$ cat config.mk
export PLATFORM = sky130hd
export DESIGN_NAME = rab_slice_cfg_writer
export DESIGN_NICKNAME = d
export VERILOG_FILES = /design/src/rtl/rab_slice_cfg_writer_pkg.sv /design/src/rtl/rab_slice_cfg_writer.sv
export SDC_FILE = /design/constraint.sdc
export NUM_CORES = 1
export LEC_CHECK = 0
export CORE_MARGIN = 2
export CORE_UTILIZATION = 49
export CTS_CLUSTER_DIAMETER = 100
export DETAILED_ROUTE_END_ITERATION = 10
export GPL_TIMING_DRIVEN = 0
export HOLD_SLACK_MARGIN = 0.06
export PLACE_DENSITY_LB_ADDON = 0.25
export RECOVER_POWER = 50
export SYNTH_ARGS = -nofsm -noshare
export SYNTH_HDL_FRONTEND = slang
export SYNTH_SLANG_ARGS = --single-unit
$ cat constraint.sdc
create_clock -name clk_i -period 4.9 [get_ports clk_i]
set_input_delay 0.98 -clock clk_i [delete_from_list [all_inputs] [get_ports clk_i]]
set_output_delay 0.98 -clock clk_i [all_outputs]
set_load 0.05 [all_outputs]
$ cat src/rtl/rab_slice_cfg_writer_pkg.sv
// Shared types, constants and the slice word mux for the RAB slice config writer.
// Descriptor fields are held at their widest size; narrower configurations zero-extend into them.
package rab_slice_cfg_writer_pkg;

    localparam int unsigned RAB_DESC_AW = 64;
    localparam int unsigned RAB_LITE_AW = 32;
    localparam int unsigned RAB_LITE_DW = 32;

    localparam logic [RAB_LITE_AW-1:0] RAB_CFG_BASE = 32'hA800_0000;

    localparam logic [RAB_LITE_AW-1:0] RAB_SLICE_FIRST_LO_OFF = 32'h00;
    localparam logic [RAB_LITE_AW-1:0] RAB_SLICE_FIRST_HI_OFF = 32'h04;
    localparam logic [RAB_LITE_AW-1:0] RAB_SLICE_LAST_LO_OFF  = 32'h08;
    localparam logic [RAB_LITE_AW-1:0] RAB_SLICE_LAST_HI_OFF  = 32'h0C;
    localparam logic [RAB_LITE_AW-1:0] RAB_SLICE_BASE_LO_OFF  = 32'h10;
    localparam logic [RAB_LITE_AW-1:0] RAB_SLICE_BASE_HI_OFF  = 32'h14;
    localparam logic [RAB_LITE_AW-1:0] RAB_SLICE_FLAGS_OFF    = 32'h18;

    localparam int unsigned RAB_FLAG_RD_BIT = 0;
    localparam int unsigned RAB_FLAG_WR_BIT = 1;
    localparam int unsigned RAB_FLAG_EN_BIT = 2;

    localparam logic [1:0] AXI_RESP_OKAY   = 2'b00;
    localparam logic [1:0] AXI_RESP_SLVERR = 2'b10;

    typedef enum logic [1:0] {
        ST_IDLE,
        ST_ADDR_DATA,
        ST_RESP
    } rab_cfg_state_e;

    typedef struct packed {
        logic [RAB_LITE_AW-1:0] slice_off;
        logic [RAB_DESC_AW-1:0] first;
        logic [RAB_DESC_AW-1:0] last;
        logic [RAB_DESC_AW-1:0] base;
        logic [2:0]             flags;
    } rab_desc_t;

    typedef struct packed {
        logic [RAB_LITE_AW-1:0] off;
        logic [RAB_LITE_DW-1:0] data;
    } rab_word_t;

    typedef struct packed {
        logic [RAB_LITE_AW-1:0] addr;
        logic [2:0]             prot;
    } rab_lite_ax_t;

    typedef struct packed {
        logic [RAB_LITE_DW-1:0]   data;
        logic [RAB_LITE_DW/8-1:0] strb;
    } rab_lite_w_t;

    typedef struct packed {
        logic [1:0] resp;
    } rab_lite_b_t;

    typedef struct packed {
        logic [RAB_LITE_DW-1:0] data;
        logic [1:0]             resp;
    } rab_lite_r_t;

    typedef struct packed {
        rab_lite_ax_t aw;
        logic         aw_valid;
        rab_lite_w_t  w;
        logic         w_valid;
        logic         b_ready;
        rab_lite_ax_t ar;
        logic         ar_valid;
        logic         r_ready;
    } rab_lite_req_t;

    typedef struct packed {
        logic        aw_ready;
        logic        w_ready;
        rab_lite_b_t b;
        logic        b_valid;
        logic        ar_ready;
        rab_lite_r_t r;
        logic        r_valid;
    } rab_lite_resp_t;

    // idx is the position in the full 7-entry slice register list.
    function automatic rab_word_t rab_slice_word(input logic [2:0] idx, input rab_desc_t desc);
        rab_word_t word;
        word.off  = RAB_SLICE_FLAGS_OFF;
        word.data = RAB_LITE_DW'(desc.flags);
        case (idx)
            3'd0: begin
                word.off  = RAB_SLICE_FIRST_LO_OFF;
                word.data = desc.first[RAB_LITE_DW-1:0];
            end
            3'd1: begin
                word.off  = RAB_SLICE_FIRST_HI_OFF;
                word.data = desc.first[RAB_DESC_AW-1:RAB_LITE_DW];
            end
            3'd2: begin
                word.off  = RAB_SLICE_LAST_LO_OFF;
                word.data = desc.last[RAB_LITE_DW-1:0];
            end
            3'd3: begin
                word.off  = RAB_SLICE_LAST_HI_OFF;
                word.data = desc.last[RAB_DESC_AW-1:RAB_LITE_DW];
            end
            3'd4: begin
                word.off  = RAB_SLICE_BASE_LO_OFF;
                word.data = desc.base[RAB_LITE_DW-1:0];
            end
            3'd5: begin
                word.off  = RAB_SLICE_BASE_HI_OFF;
                word.data = desc.base[RAB_DESC_AW-1:RAB_LITE_DW];
            end
            default: ;
        endcase
        return word;
    endfunction

endpackage

$ cat src/rtl/rab_slice_cfg_writer.sv
// Expands one RAB slice descriptor into a sequence of AXI-Lite writes on the rab_conf port.
// One write is in flight at a time; a non-OKAY B response aborts the rest of the descriptor.
module rab_slice_cfg_writer
    import rab_slice_cfg_writer_pkg::*;
#(
    parameter int unsigned             AXI_AW       = 64,
    parameter int unsigned             AXI_LITE_AW  = 32,
    parameter int unsigned             AXI_LITE_DW  = 32,
    parameter logic [AXI_LITE_AW-1:0]  RAB_CFG_BASE = rab_slice_cfg_writer_pkg::RAB_CFG_BASE,
    parameter type                     axi_lite_req_t  = rab_lite_req_t,
    parameter type                     axi_lite_resp_t = rab_lite_resp_t
) (
    input  logic                   clk_i,
    input  logic                   rst_i,
    input  logic                   desc_valid_i,
    output logic                   desc_ready_o,
    input  logic [AXI_LITE_AW-1:0] desc_slice_off_i,
    input  logic [AXI_AW-1:0]      desc_first_i,
    input  logic [AXI_AW-1:0]      desc_last_i,
    input  logic [AXI_AW-1:0]      desc_base_i,
    input  logic [2:0]             desc_flags_i,
    output logic                   busy_o,
    output logic                   done_o,
    output logic                   err_o,
    output logic [1:0]             err_resp_o,
    output axi_lite_req_t          cfg_req_o,
    input  axi_lite_resp_t         cfg_resp_i
);

    // Hi words are only written when the address does not fit in one data word.
    localparam bit         HasHi   = AXI_AW > AXI_LITE_DW;
    localparam logic [2:0] LastIdx = HasHi ? 3'd6 : 3'd3;

    rab_cfg_state_e         state_q, state_d;
    rab_desc_t              desc_q, desc_d;
    logic [2:0]             idx_q, idx_d;
    logic                   aw_valid_q, aw_valid_d;
    logic                   w_valid_q, w_valid_d;
    logic                   b_ready_q, b_ready_d;
    logic [AXI_LITE_AW-1:0] addr_q, addr_d;
    logic [AXI_LITE_DW-1:0] data_q, data_d;
    logic                   done_q, done_d;
    logic                   err_q, err_d;
    logic [1:0]             err_resp_q, err_resp_d;

    logic       load;
    logic [2:0] load_idx;
    rab_desc_t  load_desc;
    rab_word_t  load_word;

    function automatic rab_word_t word_at(input logic [2:0] idx, input rab_desc_t desc);
        logic [2:0] pos;
        pos = HasHi ? idx : {idx[1:0], 1'b0};
        return rab_slice_word(pos, desc);
    endfunction

    always_comb begin
        state_d    = state_q;
        desc_d     = desc_q;
        idx_d      = idx_q;
        aw_valid_d = aw_valid_q;
        w_valid_d  = w_valid_q;
        b_ready_d  = b_ready_q;
        addr_d     = addr_q;
        data_d     = data_q;
        done_d     = 1'b0;
        err_d      = 1'b0;
        err_resp_d = err_resp_q;
        load       = 1'b0;
        load_idx   = idx_q;
        load_desc  = desc_q;

        case (state_q)
            ST_IDLE: begin
                if (desc_valid_i) begin
                    desc_d.slice_off = RAB_LITE_AW'(desc_slice_off_i);
                    desc_d.first     = RAB_DESC_AW'(desc_first_i);
                    desc_d.last      = RAB_DESC_AW'(desc_last_i);
                    desc_d.base      = RAB_DESC_AW'(desc_base_i);
                    desc_d.flags     = desc_flags_i;
                    idx_d            = 3'd0;
                    err_resp_d       = 2'b00;
                    load             = 1'b1;
                    load_idx         = 3'd0;
                    load_desc        = desc_d;
                    state_d          = ST_ADDR_DATA;
                end
            end
            ST_ADDR_DATA: begin
                if (aw_valid_q && cfg_resp_i.aw_ready) begin
                    aw_valid_d = 1'b0;
                end
                if (w_valid_q && cfg_resp_i.w_ready) begin
                    w_valid_d = 1'b0;
                end
                if (!aw_valid_d && !w_valid_d) begin
                    b_ready_d = 1'b1;
                    state_d   = ST_RESP;
                end
            end
            ST_RESP: begin
                if (cfg_resp_i.b_valid) begin
                    b_ready_d = 1'b0;
                    if (cfg_resp_i.b.resp != AXI_RESP_OKAY) begin
                        done_d     = 1'b1;
                        err_d      = 1'b1;
                        err_resp_d = cfg_resp_i.b.resp;
                        state_d    = ST_IDLE;
                    end else if (idx_q == LastIdx) begin
                        done_d  = 1'b1;
                        state_d = ST_IDLE;
                    end else begin
                        idx_d    = idx_q + 3'd1;
                        load     = 1'b1;
                        load_idx = idx_d;
                        state_d  = ST_ADDR_DATA;
                    end
                end
            end
            default: state_d = ST_IDLE;
        endcase

        // Payload is captured once per word so it stays stable while either valid is up.
        load_word = word_at(load_idx, load_desc);
        if (load) begin
            aw_valid_d = 1'b1;
            w_valid_d  = 1'b1;
            addr_d     = RAB_CFG_BASE + AXI_LITE_AW'(load_desc.slice_off)
                       + AXI_LITE_AW'(load_word.off);
            data_d     = AXI_LITE_DW'(load_word.data);
        end
    end

    always_ff @(posedge clk_i) begin
        if (rst_i) begin
            state_q    <= ST_IDLE;
            desc_q     <= '0;
            idx_q      <= 3'd0;
            aw_valid_q <= 1'b0;
            w_valid_q  <= 1'b0;
            b_ready_q  <= 1'b0;
            addr_q     <= '0;
            data_q     <= '0;
            done_q     <= 1'b0;
            err_q      <= 1'b0;
            err_resp_q <= 2'b00;
        end else begin
            state_q    <= state_d;
            desc_q     <= desc_d;
            idx_q      <= idx_d;
            aw_valid_q <= aw_valid_d;
            w_valid_q  <= w_valid_d;
            b_ready_q  <= b_ready_d;
            addr_q     <= addr_d;
            data_q     <= data_d;
            done_q     <= done_d;
            err_q      <= err_d;
            err_resp_q <= err_resp_d;
        end
    end

    always_comb begin
        cfg_req_o          = '0;
        cfg_req_o.aw.addr  = addr_q;
        cfg_req_o.aw_valid = aw_valid_q;
        cfg_req_o.w.data   = data_q;
        cfg_req_o.w.strb   = w_valid_q ? '1 : '0;
        cfg_req_o.w_valid  = w_valid_q;
        cfg_req_o.b_ready  = b_ready_q;
    end

    assign desc_ready_o = (state_q == ST_IDLE);
    assign busy_o       = (state_q != ST_IDLE);
    assign done_o       = done_q;
    assign err_o        = err_q;
    assign err_resp_o   = err_resp_q;

    // Read channel is never used.
    logic unused_read_resp;
    assign unused_read_resp = ^{cfg_resp_i.ar_ready, cfg_resp_i.r_valid, cfg_resp_i.r};

endmodule
==> results.json <==
{
  "status": "complete, no violations",
  "fill_cells": 2364,
  "ys_async_sr_fraction": 0,
  "finalNonFillerCells": 2443,
  "die_height_um": 172,
  "dp_cells": 2384,
  "yosysWarnings": 0,
  "synth.cell_area_mm2": 0.0139,
  "core_mm2": 0.0279,
  "cts_tree": "yes",
  "drtPass1Iterations": 5,
  "cts_setup_buffers": 0,
  "setup_viol": 0,
  "grt_overflow": 0,
  "detail-route-antenna-nets": 0,
  "area.growth.synth_to_final_pct": 34.8,
  "cts.clk_slew.worst_paths_ps": 60,
  "end_kind": "flip-flop",
  "fin_crit_sh": 0.975,
  "power_frac_seq": 0.391,
  "synth_edf_count": 0,
  "path_max_fanout": 10,
  "place_congestion": 0.954,
  "htreeDepth": 2,
  "drt_iter0_drc": 1516,
  "cellPowerDensity_mw_per_mm2": 383,
  "fin_crit_ps": 4780,
  "critPathLaunchType": "input pin",
  "io_buffers": 310,
  "intPower_mw": 4.87,
  "worst_pin_slew_ps": 1150,
  "synth_top_area_share": 0.437,
  "num_vias": 14124,
  "grt_use_total": 0.349,
  "yosys.cell_types.count": 79,
  "synth.avg_cell_area_um2": 8.38,
  "wire_per_inst_um": 21.8,
  "rows": 61,
  "antenna_found_initial": 0,
  "p_total_mw": 7.17,
  "grt_max_degree": 14,
  "crit_type": "in -> reg",
  "io_pins": 388,
  "final_hold_viol_count": 0,
  "yosysTopAreaCell": "dfxtp_1",
  "skew_ps": 10.0,
  "drive_gt1_frac": 0.0896,
  "p_comb_frac": 0.247,
  "finalMaxSlewViolations": 0,
  "dp_slack_ps": -437,
  "clkLatencyLatePin_ps": 520,
  "dpl.hpwl_um": 40000,
  "synth_area_leaders": "dfxtp_1 44%, nand2_1 9.8%, mux2i_1 8.8%",
  "ys_seq_elements": 303,
  "switchingPower_mw": 2.30,
  "slew_headroom": 0.232,
  "cts_buffers": 34,
  "synth_flop_cell": "dfxtp_1",
  "initial_utilization": 0.499,
  "grt_pass1_vias": 13377,
  "vdd_drop_max_mv": 0.227,
  "yosysMostFrequentCell": "nand2_1",
  "ys_top_cells_by_count": "362 x nand2_1, 303 x dfxtp_1, 195 x a21oi_1",
  "vias_per_cell": 5.78,
  "die_w_um": 172,
  "die-area_mm2": 0.0297,
  "worstPathRequired_ps": 5270,
  "grt_pass1_wl_um": 77400,
  "p_sw_frac": 0.321,
  "drt-total-wl_um": 53200,
  "postSynthCellCount": 1657,
  "rsz0062_at_grt": "no",
  "seq_area_frac_synth": 0.437,
  "cts_root_buffer": "clkbuf_16",
  "route.detailed.drc": 0,
  "p_leak_nw": 7.72,
  "cts_max_path_buffers": 3,
  "arrival_ps": 5150,
  "maxCapViolCount": 0,
  "setup_ws_ps": 123,
  "numClockSinks": 303,
  "holdCritPathClass": "reg -> reg",
  "nNetsFinal": 2317,
  "p_clk_frac": 0.362,
  "fmax_mhz": 209
}
stage by stage:
step / setup TNS [ps] / area, µm² / hold slack [ps] / util
6_report: 0 / 18700 / 446 / 0.672
5_1_grt: 0 / 18700 / 472 / 0.672
4_1_cts: 0 / 18700 / 451 / 0.673
3_5_place_dp: -5460 / 17600 / 443 / 0.632
3_3_place_gp: -4600 / 17600 / 438 / 0.632
2_1_floorplan: 0 / 14000 / 432 / -
cell usage in the layout, fill, tap and decap left out, types with 5 or more instances in the layout:
master,count
ha_1,5
o21ai_0,52
nand2_1,362
o211ai_1,27
mux2_2,21
o21ai_1,5
nor4_1,7
clkinv_2,7
clkbuf_8,9
conb_1,40
clkbuf_16,35
clkdlybuf4s50_1,233
a21o_1,13
xnor2_1,8
xor2_1,8
a211oi_1,7
dlygate4sd3_1,76
dfxtp_1,303
a31oi_1,24
nand3_1,14
a211o_1,18
clkbuf_1,88
buf_2,29
nor3_1,11
mux2_1,6
nand4_1,11
and3_1,14
nor2_1,131
inv_1,10
a32oi_1,19
buf_4,54
a21oi_1,195
o221ai_1,14
mux2i_1,122
registers in the layout (all words and copies together) (netlist names):
register    cells
aw_valid_q      1
state_q         2
idx_q           3
w_valid_q       1
desc_q        227
err_resp_o      2
err_o           1
addr_q         32
done_o          1
b_ready_q       1
data_q         32
routing by layer:
layer	track usage	vias up	wire length [µm]	part of all wire
met4	0.170	0	2620	0.049
met1	0.440	6695	20900	0.39
li1	-	6455	-	-
met3	0.0581	160	5070	0.095
met2	0.579	814	24600	0.46
met5	0	-	0	0
critical path, cell delays in order:
cell             delay (ps)
clkdlybuf4s50_1         490
nor3b_1                 180
buf_2                   270
buf_2                   410
clkbuf_4                380
clkbuf_4                340
mux2i_1                 370
inv_1                    90
ha_1                    290
a21o_1                  180
a21o_1                  260
o21ai_2                 190
or4_1                   550
nand3_1                 100
a21oi_1                  70
layout make-up:
class	count	area, µm²	area share
repair buffers	310	3110	0.166
plain buffers	171	897	0.0479
inverters	12	45.0	0.00241
clock inverters	10	104	0.00555
well taps	378	473	0.0253
flip-flops and latches	303	6070	0.324
diodes	1	2.50	0.000134
multi-input cells	1208	7000	0.374
clock buffers	50	1020	0.0546
power groups by stage:
stage | Sequential [mW] | Clock, mW | Combinational, mW
floorplan | 3.03 | 0 | 0.877
global placement | 2.85 | 0 | 1.73
detailed placement | 2.86 | 0 | 1.76
CTS | 2.80 | 2.58 | 1.77
global route | 2.82 | 2.68 | 1.87
finish | 2.80 | 2.60 | 1.77
kinds of logic after synthesis:
logic type               count (synthesis)  share of synthesized area
AND/OR/NAND/NOR                        587                      0.180
AO/OA/AOI/OAI                          409                      0.185
flip-flops                             303                      0.437
buffers and inverters                  185                     0.0702
multiplexers                           150                      0.111
XOR/XNOR                                16                     0.0101
adder cells (fa/ha/maj)                  6                    0.00595
other                                    1                   0.000270
timing repair:
item	CTS	global route
hold buffers	0	0
gates resized for setup	0	6
endpoints found under the setup margin	0	9
path summary, 6_finish.rpt:
check / from / end / slack, ps / cells after the start
hold reg to reg: addr_q[19]$_SDFFE_PP0P_ / addr_q[19]$_SDFFE_PP0P_ / 450 / 2
hold / removal: addr_q[19]$_SDFFE_PP0P_ / addr_q[19]$_SDFFE_PP0P_ / 450 / 2
setup / recovery: desc_valid_i / addr_q[23]$_SDFFE_PP0P_ / 120 / 15
setup reg to reg: state_q[1]$_SDFFE_PP0P_ / addr_q[23]$_SDFFE_PP0P_ / 530 / 15
(Power assumes the default switching activity.)
